File: src/rtl/issue_sched.sv
// issue_sched: single-issue in-order scheduler between decode and the four
// execution pipes. A 32-entry scoreboard blocks RAW/WAW hazards, an in-flight
// counter bounds outstanding work, and trap/fence ops are serialised by draining.
module issue_sched #(
    parameter int OUT_W = 3
) (
    input  logic        clk,
    input  logic        rst_n,
    input  logic        dec_valid,
    output logic        dec_ready,
    input  logic [2:0]  dec_op_type,
    input  logic [1:0]  dec_operand1,
    input  logic [1:0]  dec_operand2,
    input  logic [4:0]  dec_rs1,
    input  logic [4:0]  dec_rs2,
    input  logic [4:0]  dec_rd,
    input  logic        dec_wb_en,
    input  logic        dec_fencei,
    output logic        ip_valid,
    input  logic        ip_ready,
    output logic        ls_valid,
    input  logic        ls_ready,
    output logic        md_valid,
    input  logic        md_ready,
    output logic        trap_valid,
    input  logic        trap_ready,
    input  logic        ip_done,
    input  logic        ls_done,
    input  logic        md_done,
    input  logic [4:0]  ip_wb_rd,
    input  logic [4:0]  ls_wb_rd,
    input  logic [4:0]  md_wb_rd,
    input  logic        trap_done,
    input  logic        flush,
    output logic        fencei_req,
    output logic        busy
);

    // Decoder operation classes and operand selects
    localparam logic [2:0] OT_INT     = 3'd0;
    localparam logic [2:0] OT_BRANCH  = 3'd1;
    localparam logic [2:0] OT_LOAD    = 3'd2;
    localparam logic [2:0] OT_STORE   = 3'd3;
    localparam logic [2:0] OT_MULDIV  = 3'd4;
    localparam logic [2:0] OT_TRAP    = 3'd5;
    localparam logic [2:0] OT_FENCE   = 3'd6;
    localparam logic [1:0] D_OPR1_RS1 = 2'd0;
    localparam logic [1:0] D_OPR2_RS2 = 2'd0;

    localparam logic [1:0] ST_RUN       = 2'd0;
    localparam logic [1:0] ST_DRAIN     = 2'd1;
    localparam logic [1:0] ST_WAIT_TRAP = 2'd2;

    localparam logic [OUT_W-1:0] CNT_MAX = {OUT_W{1'b1}};

    // One-hot register mask; x0 never appears in the scoreboard.
    function automatic logic [31:0] reg_onehot(input logic en, input logic [4:0] r);
        logic [31:0] v;
        v = 32'd0;
        if (en && (r != 5'd0)) begin
            v[r] = 1'b1;
        end else begin
            v = 32'd0;
        end
        return v;
    endfunction

    logic [31:0]      sb_r;
    logic [OUT_W-1:0] cnt_r;
    logic [1:0]       state_r;
    logic             fencei_req_r;

    logic [31:0]      clr_s;
    logic [31:0]      set_s;
    logic [31:0]      sb_avail_s;
    logic [OUT_W-1:0] done_cnt_s;
    logic [OUT_W-1:0] cnt_eff_s;
    logic             cnt_full_s;
    logic             hazard_s;
    logic             is_serial_s;
    logic             tgt_ip_s, tgt_ls_s, tgt_md_s;
    logic             pipe_ready_s;
    logic             ip_v_s, ls_v_s, md_v_s, trap_v_s;
    logic             ready_s, issue_s, fence_acc_s;
    logic [1:0]       state_nx_s;

    // Same-cycle writebacks free their register for hazard checking.
    assign clr_s      = reg_onehot(ip_done, ip_wb_rd) | reg_onehot(ls_done, ls_wb_rd)
                      | reg_onehot(md_done, md_wb_rd);
    assign sb_avail_s = sb_r & ~clr_s;
    assign done_cnt_s = OUT_W'(ip_done) + OUT_W'(ls_done) + OUT_W'(md_done);
    assign cnt_eff_s  = cnt_r - done_cnt_s;
    assign cnt_full_s = (cnt_r == CNT_MAX);
    assign hazard_s   = ((dec_operand1 == D_OPR1_RS1) & sb_avail_s[dec_rs1])
                      | ((dec_operand2 == D_OPR2_RS2) & sb_avail_s[dec_rs2])
                      | (dec_wb_en & (dec_rd != 5'd0) & sb_avail_s[dec_rd]);
    assign is_serial_s = (dec_op_type == OT_TRAP) || (dec_op_type == OT_FENCE);
    assign set_s       = issue_s ? reg_onehot(dec_wb_en, dec_rd) : 32'd0;

    // Steer the decoded op class to its execution pipe.
    always_comb begin
        tgt_ip_s = 1'b0;
        tgt_ls_s = 1'b0;
        tgt_md_s = 1'b0;
        case (dec_op_type)
            OT_INT, OT_BRANCH: tgt_ip_s = 1'b1;
            OT_LOAD, OT_STORE: tgt_ls_s = 1'b1;
            OT_MULDIV:         tgt_md_s = 1'b1;
            default:           tgt_ip_s = !is_serial_s;
        endcase
        pipe_ready_s = (tgt_ip_s & ip_ready) | (tgt_ls_s & ls_ready) | (tgt_md_s & md_ready);
    end

    // Issue decision, handshakes and next state.
    always_comb begin
        ip_v_s      = 1'b0;
        ls_v_s      = 1'b0;
        md_v_s      = 1'b0;
        trap_v_s    = 1'b0;
        ready_s     = 1'b0;
        issue_s     = 1'b0;
        fence_acc_s = 1'b0;
        state_nx_s  = state_r;
        case (state_r)
            ST_RUN: begin
                if (dec_valid && !flush) begin
                    if (is_serial_s) begin
                        if (cnt_eff_s != {OUT_W{1'b0}}) begin
                            state_nx_s = ST_DRAIN;
                        end else if (dec_op_type == OT_FENCE) begin
                            ready_s     = 1'b1;
                            fence_acc_s = 1'b1;
                        end else begin
                            trap_v_s = 1'b1;
                            ready_s  = trap_ready;
                            state_nx_s = trap_ready ? ST_WAIT_TRAP : ST_RUN;
                        end
                    end else if (!hazard_s && !cnt_full_s) begin
                        ip_v_s  = tgt_ip_s;
                        ls_v_s  = tgt_ls_s;
                        md_v_s  = tgt_md_s;
                        ready_s = pipe_ready_s;
                        issue_s = pipe_ready_s;
                    end else begin
                        ready_s = 1'b0;
                    end
                end else begin
                    ready_s = 1'b0;
                end
            end
            ST_DRAIN: begin
                if (cnt_eff_s == {OUT_W{1'b0}}) begin
                    state_nx_s = ST_RUN;
                end else begin
                    state_nx_s = ST_DRAIN;
                end
            end
            ST_WAIT_TRAP: begin
                if (trap_done) begin
                    state_nx_s = ST_RUN;
                end else begin
                    state_nx_s = ST_WAIT_TRAP;
                end
            end
            default: state_nx_s = ST_RUN;
        endcase
    end

    // Scoreboard, in-flight counter, state and fence.i pulse; flush wins over all.
    always_ff @(posedge clk or negedge rst_n) begin
        if (!rst_n) begin
            sb_r         <= 32'd0;
            cnt_r        <= {OUT_W{1'b0}};
            state_r      <= ST_RUN;
            fencei_req_r <= 1'b0;
        end else if (flush) begin
            sb_r         <= 32'd0;
            cnt_r        <= {OUT_W{1'b0}};
            state_r      <= ST_RUN;
            fencei_req_r <= 1'b0;
        end else begin
            sb_r         <= ((sb_r & ~clr_s) | set_s) & ~32'd1;
            cnt_r        <= cnt_r + OUT_W'(issue_s) - done_cnt_s;
            state_r      <= state_nx_s;
            fencei_req_r <= fence_acc_s & dec_fencei;
        end
    end

    assign ip_valid   = rst_n & ip_v_s;
    assign ls_valid   = rst_n & ls_v_s;
    assign md_valid   = rst_n & md_v_s;
    assign trap_valid = rst_n & trap_v_s;
    assign dec_ready  = rst_n & ready_s;
    assign fencei_req = fencei_req_r;
    assign busy       = (state_r != ST_RUN) || (cnt_r != {OUT_W{1'b0}});

endmodule

File: config.mk
export PLATFORM = sky130hd
export DESIGN_NAME = issue_sched
export DESIGN_NICKNAME = d
export VERILOG_FILES = /design/src/rtl/issue_sched.sv
export SDC_FILE = /design/constraint.sdc
export NUM_CORES = 1
export LEC_CHECK = 0
export BUFFER_PORTS_ARGS = -buffer_cell sky130_fd_sc_hd__buf_2
export CORE_ASPECT_RATIO = 1.25
export CORE_MARGIN = 10
export CORE_UTILIZATION = 42
export CTS_BUF_LIST = sky130_fd_sc_hd__clkbuf_4 sky130_fd_sc_hd__clkbuf_8
export DETAILED_ROUTE_END_ITERATION = 10
export PLACE_DENSITY_LB_ADDON = 0.05
export RECOVER_POWER = 50
export SLEW_MARGIN = 20
export SYNTH_ARGS = -nofsm -noshare
export SYNTH_HDL_FRONTEND = slang
export SYNTH_SLANG_ARGS = --single-unit
File: constraint.sdc
create_clock -name clk -period 3.1 [get_ports clk]
set_input_delay 0.62 -clock clk [delete_from_list [all_inputs] [get_ports clk]]
set_output_delay 0.62 -clock clk [all_outputs]
set_load 0.02 [all_outputs]
==> results of run 1 <==
## area by class of cell
type,count,area [µm²]
fillers,761,3060
multi-input cells,379,2910
repair buffers,206,1480
flip-flops and latches,37,926
well taps,120,150
clock buffers,5,68.8
inverters,12,45.0
clock inverters,3,21.3
## how the worst min path moves through the flow
stage / from / slack, ps / cells after the start / end
after CTS: rst_n / 210 / 1 / fencei_req$_DFF_PN0_
final: rst_n / 370 / 1 / fencei_req$_DFF_PN0_
after floorplan: rst_n / 320 / 0 / cnt_r[0]$_DFF_PN0_
after global routing: rst_n / 410 / 1 / fencei_req$_DFF_PN0_
after detailed placement: state_r[1]$_DFFE_PN0P_ / 470 / 1 / state_r[0]$_DFFE_PN0P_
after global placement: state_r[1]$_DFFE_PN0P_ / 460 / 1 / state_r[0]$_DFFE_PN0P_
## cells by family after synthesis
| kind of cell | synth area share, % |
|---|---|
| AOI/OAI and AO/OA | 29.3 |
| xor gates and xnor gates | 0.947 |
| adders and majority gates | 2.43 |
| buffers and inverters | 4.33 |
| DFF | 25.0 |
| muxes | 3.21 |
| and+or+nand+nor | 34.8 |
## cells in the final DEF, fill, tap and decap left out, types with 3 or more instances in the layout
master,instances
inv_1,11
a211oi_1,3
or2_2,6
o21ai_0,23
and2_1,6
a22oi_2,6
or4b_4,3
buf_2,48
and3_1,9
clkbuf_8,5
a22oi_1,6
and3_4,4
nor4_1,7
nor3b_1,4
nand4_1,9
nand4b_1,9
nor3_1,14
a21oi_1,6
nor2b_1,12
nor2_1,26
nor2_2,9
nand3_2,3
buf_6,5
mux2i_1,4
nand2b_1,12
o221ai_1,4
nand2_1,32
buf_4,147
o21ai_1,3
and4bb_2,5
a31oi_1,6
o22ai_1,18
a22o_1,15
dfrtp_1,37
nand3_1,15
a32o_1,14
## power by group
part	internal (mW)	total [mW]	leakage [nW]	switching [mW]
Sequential	0.500	0.520	0.513	0.0202
Clock	0.159	0.347	0.0445	0.187
Combinational	0.302	0.630	1.87	0.327
## sequential cells by signal, summed over array words and instances (netlist names)
name / cells
sb_r: 31
fencei_req: 1
state_r: 2
cnt_r: 3
## stage by stage
| stage | utilization (%) | TNS [ps] | area (µm²) | power [mW] | instances |
|---|---|---|---|---|---|
| floorplan | - | -2690 | 3720 | 0.806 | 450 |
| global placement | 59.1 | -10820 | 5120 | 1.04 | 747 |
| detailed placement | 59.1 | -11770 | 5120 | 1.06 | 747 |
| CTS | 63.4 | -3660 | 5490 | 1.47 | 761 |
| global route | 64.7 | -4480 | 5600 | 1.59 | 762 |
| finish | 64.7 | -3800 | 5600 | 1.50 | 762 |
## per-layer routing
layer | GRT usage [%] | vias to the layer above | share of wire, %
met5 | 0 | - | 0
met4 | 10.6 | 0 | 3.9
met3 | 5.14 | 46 | 7.1
met2 | 40.8 | 245 | 47
met1 | 30.9 | 2244 | 42
li1 | - | 2166 | -
## repair_timing
action / in CTS / in global routing
pin swaps: 20 / 19
cloned: 0 / 0
setup endpoints to repair: 8 / 30
gates resized for setup: 54 / 32
setup buffers: 6 / 1
==> results.yml, run 1 <==
synth:
  synth.net_count: 507
  ys_ff_latch: 37
  synthTopCellsByArea: "dfrtp_1, a32o_1, nor2_1"
  post-synth-top-area-cell: "dfrtp_1"
  synthTopCellsByCount: "dfrtp_1, nor2_1, nand2_1"
  avgSynthCellArea_um2: 8.22
  synth_edf_count: 0
  yosysMostFrequentCell: "dfrtp_1"
  syn_inst: 450
  synth_area_um2: 3700
  yosysSeqAreaShare_pct: 25.0
  yosysUniqueCellTypes: 82
  yosys.area.top_type_share_pct: 25.0
  yosysWarnings: 0
  postSynth.asyncResetShare_pct: 100
  synth_ff_type: "dfrtp_1"
sta:
  fmax_mhz: 270
  clock_skew_ps: 7.84
  maxSlewHeadroom_pct: 11.1
  tightest_slew_ps: 1330
  layout_setup_ws_ps: -599
  post-route-min-period_ps: 3700
  rsz0062_at_grt: "yes"
  finalSetupViolCount: 8
  slew_violations: 0
  hold_ws_ps: 369
  hold_viol: 0
  period_share_pct: 119
floorplanning:
  core_area_um2: 8650
  rows: 38
  die_h_um: 125
  fp.dieW_um: 104
  initial_core_util_pct: 42.8
  ios: 58
  design.die.area_um2: 13000
finish:
  diodes: 0
  drive_gt1_share_pct: 45.3
  area_delta_synth_final_pct: 51.3
  nNetsFinal: 698
worst_setup_path:
  path_buf_inv: 3
  cp_max_fo: 8
  endpoint_kind: "output port"
  rr_endpoint: "cnt_r[1]$_DFF_PN0_"
  crit_path_top_delay_cell: "or4b_4"
  path_delay_family: "simple AND/OR/NAND/NOR gates"
  r2r_slack_ps: -50
  required_ps: 2480
  critPathMaxStageDelay_ps: 590
  cp-endpoint: "ls_valid"
  arrival_ps: 3080
  r2r_cells: 16
  cp-start-kind: "input pin"
  critPathKind: "input pin to output port"
  r2r_start: "sb_r[20]$_DFF_PN0_"
  cp_num_cells: 12
  startpoint: "md_wb_rd[4]"
  path_cells: "buf_8 -> or4b_4 -> o22ai_4 -> nor2_4 -> mux2_4 -> a221oi_2 -> or3_1 -> a211o_1 -> and2_4 -> buf_12 -> and4b_2 -> buf_6"
status:
  status: "finished with violations"
  violations: "setup timing"
place:
  gp_congestion: 0.976
  io_buffers: 57
  place_ws_ps: -874
  dp_hpwl_mm: 13.4
routing:
  via_count: 4701
  ant_nets: 0
  drc: 0
  drt-initial-drc-count: 420
  viasPerCell: 6.17
  wl_per_cell_um: 21.7
  routed_wl_mm: 16.6
  drtPass1Iterations: 4
clocking:
  clk_pin_slew_ps: 80
  cts_buffers: 5
  cts_tree: "built"
  ctsHoldBuffers: 0
  worstSkewPairLatency_ps: 300
  cts_sinks: 37
  cts_root_buf: "clkbuf_8"
  clockBufferDepth: 2
  cts_max_level: 2
grt:
  grt_usage_pct: 24.8
  overflow: 0
  grt_pass1_wl_mm: 26.1
  grt_max_degree: 25
  grt_pass1_vias: 4765
  antenna_found_initial: 0
power:
  powerDensity_nw_per_um2: 267
  irDropWorstVdd_mv: 0.420
  leakage_nw: 2.43
job:
  max_cap_violations: 0
hold_path:
  hp-class: "input pin to asynchronous set/reset pin"
Note: power is estimated with default switching activity, not from simulation.
==> run 2, diff against run 1 <==
CELL_PAD_IN_SITES_DETAIL_PLACEMENT = 1   (was not set)
CELL_PAD_IN_SITES_GLOBAL_PLACEMENT = 2   (was not set)
CORE_UTILIZATION = 32   (was 42)
GPL_TIMING_DRIVEN = 1   (was not set)
SLEW_MARGIN = 10   (was 20)
==> run 2 against run 1 <==
The flow still finishes with violations (setup timing). Count of clock-buffer cells in the layout is the same. Global-route usage shrank 1.4 points. First-iteration DRC count shrank 9.8%. Via count grew 2.9%. Power grew 1.1%. Clock power grew 4%. Critical path type unchanged. Critical endpoint unchanged. Largest power group unchanged.
==> results.yml, run 2 (synthesized netlist as in run 1, its figures left out) <==
status:
  status: "finished with violations"
  violations: "setup timing"
finish:
  finish.utilization_pct: 52.9
  n_fill_cell: 1378
  area_delta_synth_final_pct: 60.0
  diodes: 0
  nNetsFinal: 729
  reg_top3: "sb_r (31), cnt_r (3), state_r (2)"
  final_cell_area_um2: 5920
  largest_reg_flops: 31
  drive_gt1_share_pct: 48.1
  largest_register: "sb_r"
  layout_commonest_cell: "buf_4"
  final_cell_mix: "buf_4, buf_2, dfrtp_1"
worst_setup_path:
  endpoint_kind: "output port"
  cp_max_fo: 7
  critPathKind: "input pin to output port"
  arrival_ps: 3140
  cp-start-kind: "input pin"
  required_ps: 2480
clocking:
  cts_root_buf: "clkbuf_8"
  cts_max_level: 2
  ctsHoldBuffers: 0
  worstSkewPairLatency_ps: 310
  cts_buffers: 5
  clockBufferDepth: 2
  cts_tree: "built"
  clk_pin_slew_ps: 80
  cts_sinks: 37
power:
  powerDensity_nw_per_um2: 255
  leakage_nw: 2.58
  irDropWorstVdd_mv: 0.297
routing:
  ant_nets: 0
  via_count: 4835
  wl_per_cell_um: 23.8
  drtPass1Iterations: 5
  drc: 0
  viasPerCell: 5.98
  routed_wl_mm: 19.3
  drt-initial-drc-count: 379
sta:
  period_share_pct: 121
  post-route-min-period_ps: 3760
  maxSlewHeadroom_pct: 12.2
  finalSetupViolCount: 8
  hold_viol: 0
  layout_setup_ws_ps: -663
  rsz0062_at_grt: "yes"
  hold_ws_ps: 448
  fmax_mhz: 266
  slew_violations: 0
  tightest_slew_ps: 1320
  clock_skew_ps: 5.01
floorplanning:
  design.die.area_um2: 16300
  rows: 43
  fp.dieW_um: 116
  die_h_um: 140
  initial_core_util_pct: 33.1
  ios: 58
  core_area_um2: 11200
place:
  dpl_cell_area_um2: 5360
  dp_hpwl_mm: 15.6
  gp_congestion: 0.959
  io_buffers: 57
job:
  max_cap_violations: 0
grt:
  grt_pass1_wl_mm: 29.5
  antenna_found_initial: 0
  grt_max_degree: 25
  overflow: 0
  grt_usage_pct: 23.5
  grt_pass1_vias: 5291
hold_path:
  hp-class: "input pin to asynchronous set/reset pin"
-- run 2: cell types whose count changed in the layout (fill, tap and decap cells not counted), moves of 3 or more --
cell      delta
nor2_1       +3
and4bb_2     -3
nor2_2       -3
buf_4       +31
buf_2        -4
-- run 2: metal layers --
metal  track usage [%]  share of wire (%)  up-vias
met2              39.6                 49      172
met3              4.23                5.6       38
met1              27.5                 41     2409
met4              11.9                4.3        0
li1                  -                  -     2216
met5                 0                  0        -
-- run 2: worst paths after layout --
kind / start / to / slack [ps] / cells past startpoint
worst min register to register: state_r[1]$_DFFE_PN0P_ / state_r[0]$_DFFE_PN0P_ / 480 / 1
max in group asynchronous: rst_n / sb_r[11]$_DFF_PN0_ / 940 / 2
min in group clk: state_r[1]$_DFFE_PN0P_ / state_r[0]$_DFFE_PN0P_ / 480 / 1
worst min-delay path: rst_n / sb_r[8]$_DFF_PN0_ / 450 / 1
worst max register to register: sb_r[22]$_DFF_PN0_ / cnt_r[1]$_DFF_PN0_ / -100 / 16
worst max-delay path: ip_wb_rd[3] / ls_valid / -660 / 13
-- run 2: critical path, stage by stage --
cell and delay, ps:
buf_6 90, buf_6 120, or4b_4 580, o21ai_4 190
nor2_4 80, mux2_4 270, a221oi_2 230, or3_1 140
a211o_1 190, and2_4 190, buf_12 100, and4b_2 220
buf_6 120
-- run 2: power breakdown --
part / internal [mW] / switching [mW]
sequential: 0.500 / 0.0187
clock: 0.160 / 0.200
combinational: 0.301 / 0.333
-- run 2: area by class of cell --
| cell class | instances | area (µm²) | share of cell area, % |
|---|---|---|---|
| flip-flops and latches | 37 | 926 | 15.6 |
| multi-input cells | 379 | 2940 | 49.7 |
| repair buffers | 237 | 1750 | 29.5 |
| clock buffers | 5 | 68.8 | 1.16 |
| inverters | 12 | 45.0 | 0.761 |
| well taps | 135 | 169 | 2.85 |
| clock inverters | 3 | 21.3 | 0.359 |
-- run 2: per-stage QoR --
step | cells | worst slack (ps) | total power, mW | TNS (ps)
2_1_floorplan | 450 | -647 | 0.806 | -2690
3_3_place_gp | 789 | -840 | 1.06 | -11410
3_5_place_dp | 789 | -951 | 1.08 | -12320
4_1_cts | 806 | -632 | 1.50 | -4010
5_1_grt | 808 | -766 | 1.60 | -4970
6_report | 808 | -663 | 1.51 | -4150
-- run 2: timing repair --
| action | CTS | global route |
|---|---|---|
| resized for setup | 55 | 32 |
| setup buffers | 9 | 3 |
| setup endpoints to repair | 8 | 31 |
| pin swaps | 22 | 25 |
| gates cloned | 0 | 0 |
==> run 3, diff against run 2 <==
CELL_PAD_IN_SITES_DETAIL_PLACEMENT = not set   (was 1)
CELL_PAD_IN_SITES_GLOBAL_PLACEMENT = not set   (was 2)
CORE_UTILIZATION = 42   (was 32)
REMOVE_ABC_BUFFERS = 1   (was not set)
==> run 3 against run 2 <==
The run still ends with setup timing left. Register-to-register slack gained 30 ps. Maximum frequency grew 2.4%. Sequential power about the same. Combinational power hardly changed. Hold slack worse by 52 ps. Setup slack better by 87 ps. Routed wire length fell by 11%. Die area decreased by 20%. Global-route usage is 1.9 points higher. Via count about the same. Clock power grew 21%. Critical path type unchanged. Critical endpoint is now md_valid.
==> results.yml, run 3 (synthesized netlist as in run 1, its figures left out) <==
grt:
  grt_max_degree: 27
  grt_usage_pct: 25.4
  grt_pass1_vias: 4878
  overflow: 0
  antenna_found_initial: 0
  grt_pass1_wl_mm: 26.5
floorplanning:
  fp.dieW_um: 104
  ios: 58
  core_area_um2: 8650
  die_h_um: 125
  design.die.area_um2: 13000
  rows: 38
  initial_core_util_pct: 42.8
power:
  swShare_pct: 34.2
  powerDensity_nw_per_um2: 277
  p_sw_mw: 0.543
  leakage_nw: 2.47
  pwr-share-clk_pct: 27.4
  intPower_mw: 1.04
  share_comb_of_total_power_pct: 39.8
  irDropWorstVdd_mv: 0.386
  seqPwrFrac_pct: 32.8
finish:
  layout_commonest_cell: "buf_4"
  nNetsFinal: 707
  diodes: 0
  area_delta_synth_final_pct: 55.1
  final_cell_area_um2: 5740
  drive_gt1_share_pct: 47.5
  final_cell_mix: "buf_4, buf_2, dfrtp_1"
  largest_register: "sb_r"
  reg_top3: "sb_r (31), cnt_r (3), state_r (2)"
  n_fill_cell: 791
  largest_reg_flops: 31
job:
  max_cap_violations: 0
worst_setup_path:
  critPathKind: "input pin to output port"
  arrival_ps: 3060
  path_buf_inv: 3
  path_delay_family: "simple AND/OR/NAND/NOR gates"
  critPathMaxStageDelay_ps: 590
  required_ps: 2480
  cp-start-kind: "input pin"
  r2r_slack_ps: -70
  startpoint: "md_wb_rd[2]"
  cp_max_fo: 8
  r2r_start: "sb_r[20]$_DFF_PN0_"
  crit_path_top_delay_cell: "or4b_4"
  endpoint_kind: "output port"
  path_cells: "buf_2 -> or4b_4 -> o22ai_2 -> nor2_2 -> mux2_2 -> a221oi_2 -> or3_1 -> a211o_1 -> and2_4 -> buf_12 -> and4_1 -> buf_6"
sta:
  rsz0062_at_grt: "yes"
  fmax_mhz: 272
  tightest_slew_ps: 1460
  slew_violations: 0
  post-route-min-period_ps: 3680
  period_share_pct: 119
  layout_setup_ws_ps: -576
  maxSlewHeadroom_pct: 2.77
  clock_skew_ps: 2.27
  hold_viol: 0
  finalSetupViolCount: 8
place:
  dp_hpwl_mm: 13.6
  place_ws_ps: -884
  io_buffers: 57
  gp_congestion: 1.09
  dpl_cell_area_um2: 5200
routing:
  ant_nets: 0
  wl_per_cell_um: 22.3
  via_count: 4833
  viasPerCell: 6.27
  drc: 0
  routed_wl_mm: 17.2
  drt-initial-drc-count: 455
  drtPass1Iterations: 5
clocking:
  clk_pin_slew_ps: 80
  worstSkewPairLatency_ps: 300
  cts_tree: "built"
  clockBufferDepth: 2
  cts_sinks: 37
  cts_buffers: 5
  cts_max_level: 2
  cts_root_buf: "clkbuf_8"
hold_path:
  hp-class: "input pin to asynchronous set/reset pin"
status:
  status: "finished with violations"
  violations: "setup timing"
==> run 3: changes by cell type in the layout (fill, tap and decap cells not counted), moves of 3 or more <==
cell / change
buf_4: -30
o21ai_0: -6
buf_2: +5
o22ai_2: +5
o21ai_1: +4
o22ai_1: -4
and4b_1: +3
and4b_2: -3
nand4bb_2: +3
nor2_2: +3
o21ai_2: +3
==> run 3: cell type report <==
class | instances | area (µm²) | area share (%)
clock inverters | 3 | 46.3 | 0.807
well taps | 120 | 150 | 2.62
inverters | 12 | 45.0 | 0.785
repair buffers | 215 | 1600 | 27.8
clock buffers | 5 | 68.8 | 1.20
multi-input cells | 379 | 2910 | 50.6
flip-flops and latches | 37 | 926 | 16.1
==> run 3: final timing paths <==
kind                                           to  cells past startpoint
max                                      md_valid                     12
min                          fencei_req$_DFF_PN0_                      1
max reg2reg                    cnt_r[1]$_DFF_PN0_                     15
min reg2reg                state_r[0]$_DFFE_PN0P_                      1
max in group asynchronous       sb_r[7]$_DFF_PN0_                      2
min in group clk           state_r[0]$_DFFE_PN0P_                      1
==> run 3: power groups by stage <==
stage / clock network, mW / logic (mW) / registers, mW
floorplan: 0 / 0.239 / 0.523
global placement: 0 / 0.530 / 0.529
detailed placement: 0 / 0.535 / 0.529
CTS: 0.443 / 0.588 / 0.520
global route: 0.466 / 0.685 / 0.525
finish: 0.434 / 0.632 / 0.520
==> run 3: repair_timing <==
action,CTS,global route
buffers inserted,3,6
endpoints found under the setup margin,8,21
pin swaps,17,21
cloned,0,0
gates resized for setup,49,51
hold buffers,0,0
==> run 3: metal layers <==
layer	vias up	GRT usage [%]	share of wire (%)
met5	-	0	0
met3	69	5.14	7.5
li1	2187	-	-
met4	0	13.9	5.2
met1	2298	29.4	39
met2	279	42.9	48
==> run 3: through the flow <==
| step | hold slack (ps) | power (mW) | TNS, ps | util, % | std cells |
|---|---|---|---|---|---|
| 6_report | 395 | 1.59 | -3660 | 66.3 | 771 |
| 2_1_floorplan | 324 | 0.762 | -2220 | - | 428 |
| 3_5_place_dp | 477 | 1.06 | -11060 | 60.0 | 755 |
| 3_3_place_gp | 470 | 1.06 | -10090 | 60.0 | 755 |
| 5_1_grt | 424 | 1.68 | -4220 | 66.3 | 771 |
| 4_1_cts | 220 | 1.55 | -3620 | 63.9 | 766 |
